==> src/rtl/word_cfg_loader.sv <==
// Sequences a stream of config bytes into per-block x/y/ab/cx field writes
// for a word array, visiting blocks 0..BLOCKS-1 in order.
module word_cfg_loader #(
  parameter int unsigned BLOCKS = 8
) (
  input  logic       clk,
  input  logic       rst,
  input  logic       start,
  input  logic       abort,
  input  logic       in_valid,
  input  logic [7:0] in_data,
  output logic       in_ready,
  output logic       busy,
  output logic       done,
  output logic [7:0] cfg_in,
  output logic [2:0] cfg_addr,
  output logic       set_x,
  output logic       set_y,
  output logic       set_ab,
  output logic       set_cx
);

  localparam int unsigned AW = 3;
  localparam int unsigned FW = 2;
  localparam logic [AW-1:0] LAST_BLK = AW'(BLOCKS - 1);
  localparam logic [FW-1:0] FLD_X    = FW'(0);
  localparam logic [FW-1:0] FLD_Y    = FW'(1);
  localparam logic [FW-1:0] FLD_AB   = FW'(2);
  localparam logic [FW-1:0] FLD_CX   = FW'(3);

  typedef enum logic {IDLE, LOAD} state_t;

  state_t          state, state_nx;
  logic [AW-1:0]   blk;
  logic [FW-1:0]   fld;
  logic            accept;
  logic            last;

  always_ff @(posedge clk or posedge rst) begin
    if (rst) state <= IDLE;
    else     state <= state_nx;
  end

  // A transfer coinciding with abort is dropped rather than written.
  always_comb begin
    state_nx = state;
    in_ready = 1'b0;
    busy     = 1'b0;
    accept   = 1'b0;
    last     = 1'b0;
    case (state)
      IDLE: begin
        if (start && !abort) state_nx = LOAD;
      end
      LOAD: begin
        in_ready = 1'b1;
        busy     = 1'b1;
        accept   = in_valid && !abort;
        last     = accept && (fld == FLD_CX) && (blk == LAST_BLK);
        if (abort || last) state_nx = IDLE;
      end
      default: state_nx = IDLE;
    endcase
  end

  // Indices sit at zero while idle so every new sequence begins at block 0, field x.
  always_ff @(posedge clk or posedge rst) begin
    if (rst) begin
      blk <= '0;
      fld <= '0;
    end else if (state == IDLE) begin
      blk <= '0;
      fld <= '0;
    end else if (accept) begin
      fld <= fld + FW'(1);
      if (fld == FLD_CX) blk <= blk + AW'(1);
    end
  end

  always_ff @(posedge clk or posedge rst) begin
    if (rst) begin
      cfg_in   <= '0;
      cfg_addr <= '0;
      set_x    <= 1'b0;
      set_y    <= 1'b0;
      set_ab   <= 1'b0;
      set_cx   <= 1'b0;
      done     <= 1'b0;
    end else begin
      set_x  <= accept && (fld == FLD_X);
      set_y  <= accept && (fld == FLD_Y);
      set_ab <= accept && (fld == FLD_AB);
      set_cx <= accept && (fld == FLD_CX);
      done   <= last;
      if (accept) begin
        cfg_in   <= in_data;
        cfg_addr <= blk;
      end
    end
  end

endmodule

==> config.mk <==
export PLATFORM = sky130hd
export DESIGN_NAME = word_cfg_loader
export DESIGN_NICKNAME = d
export VERILOG_FILES = /design/src/rtl/word_cfg_loader.sv
export SDC_FILE = /design/constraint.sdc
export NUM_CORES = 1
export LEC_CHECK = 0
export ABC_CLOCK_PERIOD_IN_PS = 2200
export BUFFER_PORTS_ARGS = -buffer_cell sky130_fd_sc_hd__buf_2
export CAP_MARGIN = 25
export CORE_UTILIZATION = 50
export CTS_CLUSTER_SIZE = 12
export DETAILED_ROUTE_END_ITERATION = 8
export PLACE_DENSITY = 0.79
export SLEW_MARGIN = 0
export SYNTH_ARGS = -nofsm -noshare
export SYNTH_HDL_FRONTEND = slang
export SYNTH_SLANG_ARGS = --single-unit
==> constraint.sdc <==
create_clock -name clk -period 2.2 [get_ports clk]
set_input_delay 0.11 -clock clk [delete_from_list [all_inputs] [get_ports clk]]
set_output_delay 0.11 -clock clk [all_outputs]
set_load 0.01 [all_outputs]
**After elaboration in Yosys (flattened, before gate mapping)**

Index checks and enable logic that the tools add are counted.

- Register bits after elaboration: 22
- Output and inout port bits: 18

- Muxes and demuxes: 11
- Equal/unequal tests: 6
- Add/subtract/negate cells: 2
- Bitwise operators: 1
- Reduce and logical (&&, ||, !) cells: 12

Operators with widths:

| operator | number |
|---|---|
| $mux 3 | 3 |
| $logic_and 1x1->1 | 8 |
| $mux 1 | 5 |
| $eq 2x2->1 const B | 2 |
| $mux 2 | 2 |
| $ne 2x1->1 const B | 2 |
| $add 3x1->3 const B | 1 |
| $eq 3x3->1 const B | 1 |
| $add 2x1->2 const B | 1 |
| $eq 2x1->1 const B | 1 |
| $logic_not 2->1 | 1 |
| $pmux 1 s2 | 1 |
| $reduce_and 2->1 | 1 |
| $logic_not 1->1 | 1 |
| $logic_or 1x1->1 | 1 |
| $not 1->1 | 1 |

**Logic depth before layout (Yosys ltp)**

- Depth after elaboration: 7
- Gate-level depth with buffers: 5

**Worst setup path before layout**

OpenSTA, ideal clock, no wires.

- Path type: register to register
- Start point: reg state
- End point: reg cfg_addr[0]
- Path buffers: 1
- Setup time: 0.125 ns
- Path slack: 1.057 ns
- Cell stages (with the launch flop): 4
- Arrival: 1.018 ns
- Cells stage by stage: dfrtp_1 > nand3b_4 > buf_6 > mux2_4

- Cells in the longest elaborated chain, start to end: 1

RTL lines:

| what | RTL line | text |
|---|---|---|
| start, declared | 33 | `state_t state, state_nx;` |
| start signal, assigned | 41 | `else state <= state_nx;` |
| $mux 1 | 51 | `case (state)` |
| end signal, assigned | 97 | `cfg_addr <= blk;` |
| end, declared | 16 | `output logic [2:0] cfg_addr,` |

No other way between the ends.
A chain may end at the register's enable or synchronous reset.

**Worst setup path in the final report**

Ends and elaborated chain as after synthesis.

==> impl_metrics.csv <==
group,metric,value,unit
run_status,status,"completed",
yosys,synth_fp_nets,89,
min_path,min-delay-start,"in_data[0]",
global_route,globalRouteMet2Util,0.279,
power,power_frac_comb,0.173,
yosys,synthFlopType,"dfrtp_1",
global_route,met1_usage,0.225,
sta,worst_pin_slew,0.810,ns
route,vias_per_cell,4.61,
yosys,yosysTopAreaCell,"dfrtp_1",
power,internal_power,622,uW
sta,slew_violations,0,
global_route,grt_pass1_wl,2.51,mm
setup_path,rrSetupSlack,0.85,ns
sta,hold_viol,0,
cts,htree_num_levels,1,
floorplan,fp.dieH,46.2,um
global_route,use_met3,0.0471,
min_path,hold_class,"in -> reg",
setup_path,arrival,1.54,ns
cts,clock_latency,0.30,ns
power,peakVddDrop,0.378,mV
place,dp_slack,0.864,ns
sta,rsz0062_at_grt,"no",
cts,ctsResizeCount,0,
global_route,gr-total-overflow,0,
yosys,netlist_top_cells_area,"dfrtp_1 56%, mux2_4 12%, ha_1 7.7%",
floorplan,start_util,0.547,
route,dr_total_vias,590,
sta,final.setup_skew,0.00156,ns
global_route,grt_pass1_vias,562,
setup_path,reg2reg_depth,2,
setup_path,reg2reg_to,"cfg_addr[0]$_DFFE_PP0P_",
floorplan,die-area,2130,um^2
cts,post-cts-setup-buffers,0,
setup_path,crit_path_start_kind,"flip-flop",
sta,finalWorstSetupSlack,0.852,ns
global_route,top_usage_layer,"met2",
power,p_sw_frac,0.244,
yosys,ys_seq_area_frac,0.565,
yosys,synthesis.area,975,um^2
final_layout,fillers,149,
final_layout,nets,123,
yosys,yosysTopAreaCellShare,0.565,
floorplan,core,1780,um^2
setup_path,worstSetupPathType,"reg -> reg",
cts,cts-hold-fix-buffers,2,
sta,slew_headroom,0.459,
yosys,synth_edf_count,0,
route,antenna_left,0,
place,numPortBuffers,30,
yosys,synth_most_common_cell,"dfrtp_1",
yosys,synth_common_cells,"22 x dfrtp_1, 8 x mux2_4, 6 x ha_1, 5 x inv_1",
global_route,grtUsageTotal,0.178,
cts,cts_sinks,22,
setup_path,cp_max_fo,14,
power,power_leakage,0.000664,uW
power,power,822,uW
run,cap_violations,0,
global_route,antenna_found_initial,0,
min_path,holdPathEnd,"cfg_in[0]$_DFFE_PP0P_",
place,gp_congestion,0.763,
route,drt_iter0_drc,2,
final_layout,drive_above_1_share,0.447,
cts,cts_tree,"yes",
sta,tns,0,ns
min_path,hold_depth,2,
yosys,netlist_instances,70,
global_route,grt_max_degree,23,
yosys,async_flop_share,1.00,
floorplan,ios,31,
setup_path,critPathRequiredTime,2.40,ns
final_layout,diodes,0,
cts,clock_path_buffers,2,
cts,cts_root_buf,"clkbuf_4",
route,drtPass1Iterations,4,
final_layout,areaGrowthSynthToFinish,22.1,%
cts,path_clk_slew,0.12,ns
route,drc,0,
sta,period_needed,1.35,ns
sta,post-route-period-util,0.613,
setup_path,timing.rr.start,"state$_DFF_PP0_",
yosys,yosysWarningCount,0,
route,wl,1.63,mm
power,powerDensity,691,nW/um^2
yosys,ys_types,22,
sta,hold_ws,0.0376,ns
route,wire_per_inst,12.7,um
yosys,avgSynthCellArea,13.9,um^2
yosys,synth-seq-cells,22,
power,sequentialPowerShare,0.563,
sta,fmax,0.742,GHz
place,dpl.hpwl,1.21,mm
floorplan,die_w,46.2,um
cts,numCtsBuffers,3,
floorplan,rows,15,
power,p_sw,201,uW
setup_path,cp-end-kind,"flip-flop",
power,p_clk_frac,0.264,
sta,setup_viol,0,
## layer usage
layer  share of wire  vias to the layer above
li1                -                      301
met1            0.48                      272
met2            0.48                       15
met3           0.031                        2
met4          0.0086                        0
met5               0                        -
## how the worst max path moves through the flow
stage | from | slack (ns) | to | cells after the start
2_1_floorplan | state$_DFF_PP0_ | 1.06 | cfg_addr[0]$_DFFE_PP0P_ | 3
3_5_place_dp | state$_DFF_PP0_ | 0.86 | cfg_addr[0]$_DFFE_PP0P_ | 2
5_1_grt | state$_DFF_PP0_ | 0.78 | cfg_in[0]$_DFFE_PP0P_ | 2
3_3_place_gp | state$_DFF_PP0_ | 0.92 | cfg_in[0]$_DFFE_PP0P_ | 2
6_report | state$_DFF_PP0_ | 0.85 | cfg_addr[0]$_DFFE_PP0P_ | 2
4_1_cts | state$_DFF_PP0_ | 0.85 | cfg_addr[0]$_DFFE_PP0P_ | 2
## final cells by class
type | instances | area (um^2) | share of cell area
timing repair buffer | 32 | 170 | 0.143
inverter | 5 | 18.8 | 0.0158
clock buffer | 4 | 36.3 | 0.0305
tap | 25 | 31.3 | 0.0263
sequential | 22 | 551 | 0.463
multi-input combinational | 40 | 383 | 0.322
## power by group through the flow
stage | sequential, uW | clock (uW) | combinational (uW)
2_1_floorplan | 486 | 0 | 69.4
3_3_place_gp | 469 | 0 | 137
3_5_place_dp | 472 | 0 | 141
4_1_cts | 464 | 223 | 145
5_1_grt | 469 | 244 | 159
6_report | 463 | 217 | 142
## stage by stage
stage	instance area, um^2	util	cells
after floorplan	975	-	70
after global placement	1130	0.636	122
after detailed placement	1130	0.636	122
after CTS	1190	0.667	128
after global routing	1190	0.667	128
final	1190	0.667	128
## critical path: stages (launching register included)
cell	delay, ns
dfrtp_1	0.60
nand3b_4	0.28
mux2_4	0.37
## logic make-up (layout without fill, tap and decap cells)
group / after synthesis / after routing / share of synthesized area
AO/OA/AOI/OAI: 3 / 3 / 0.0154
XOR/XNOR: 2 / 2 / 0.0180
adder cells (fa/ha/maj): 6 / 6 / 0.0770
buffers and inverters: 8 / 41 / 0.0424
flip-flops: 22 / 22 / 0.565
multiplexers: 12 / 12 / 0.168
AND/OR/NAND/NOR: 17 / 17 / 0.114
## flip-flops by register name (all words and copies together) (netlist names)
| signal | flops |
|---|---|
| state | 1 |
| cfg_addr | 3 |
| cfg_in | 8 |
| done | 1 |
| set_cx | 1 |
| fld | 2 |
| set_ab | 1 |
| set_x | 1 |
| set_y | 1 |
| blk | 3 |
## cell usage in the layout, fill, tap and decap left out
cell | Yosys | routed
buf_2 | 0 | 30
dfrtp_1 | 22 | 22
mux2_4 | 8 | 8
ha_1 | 6 | 6
inv_1 | 5 | 5
and2_1 | 3 | 3
o21ai_0 | 3 | 3
nor2_1 | 3 | 3
mux2_2 | 3 | 3
clkbuf_4 | 0 | 3
xnor2_1 | 2 | 2
nand2_1 | 2 | 2
nand3_1 | 2 | 2
dlygate4sd3_1 | 0 | 2
nand3b_4 | 1 | 1
and2b_1 | 1 | 1
nand3b_1 | 1 | 1
and4b_1 | 1 | 1
nand4_1 | 1 | 1
and3_1 | 1 | 1
mux2i_1 | 1 | 1
nor2b_1 | 1 | 1
clkbuf_8 | 0 | 1
Power figures use the tool's default switching activity.
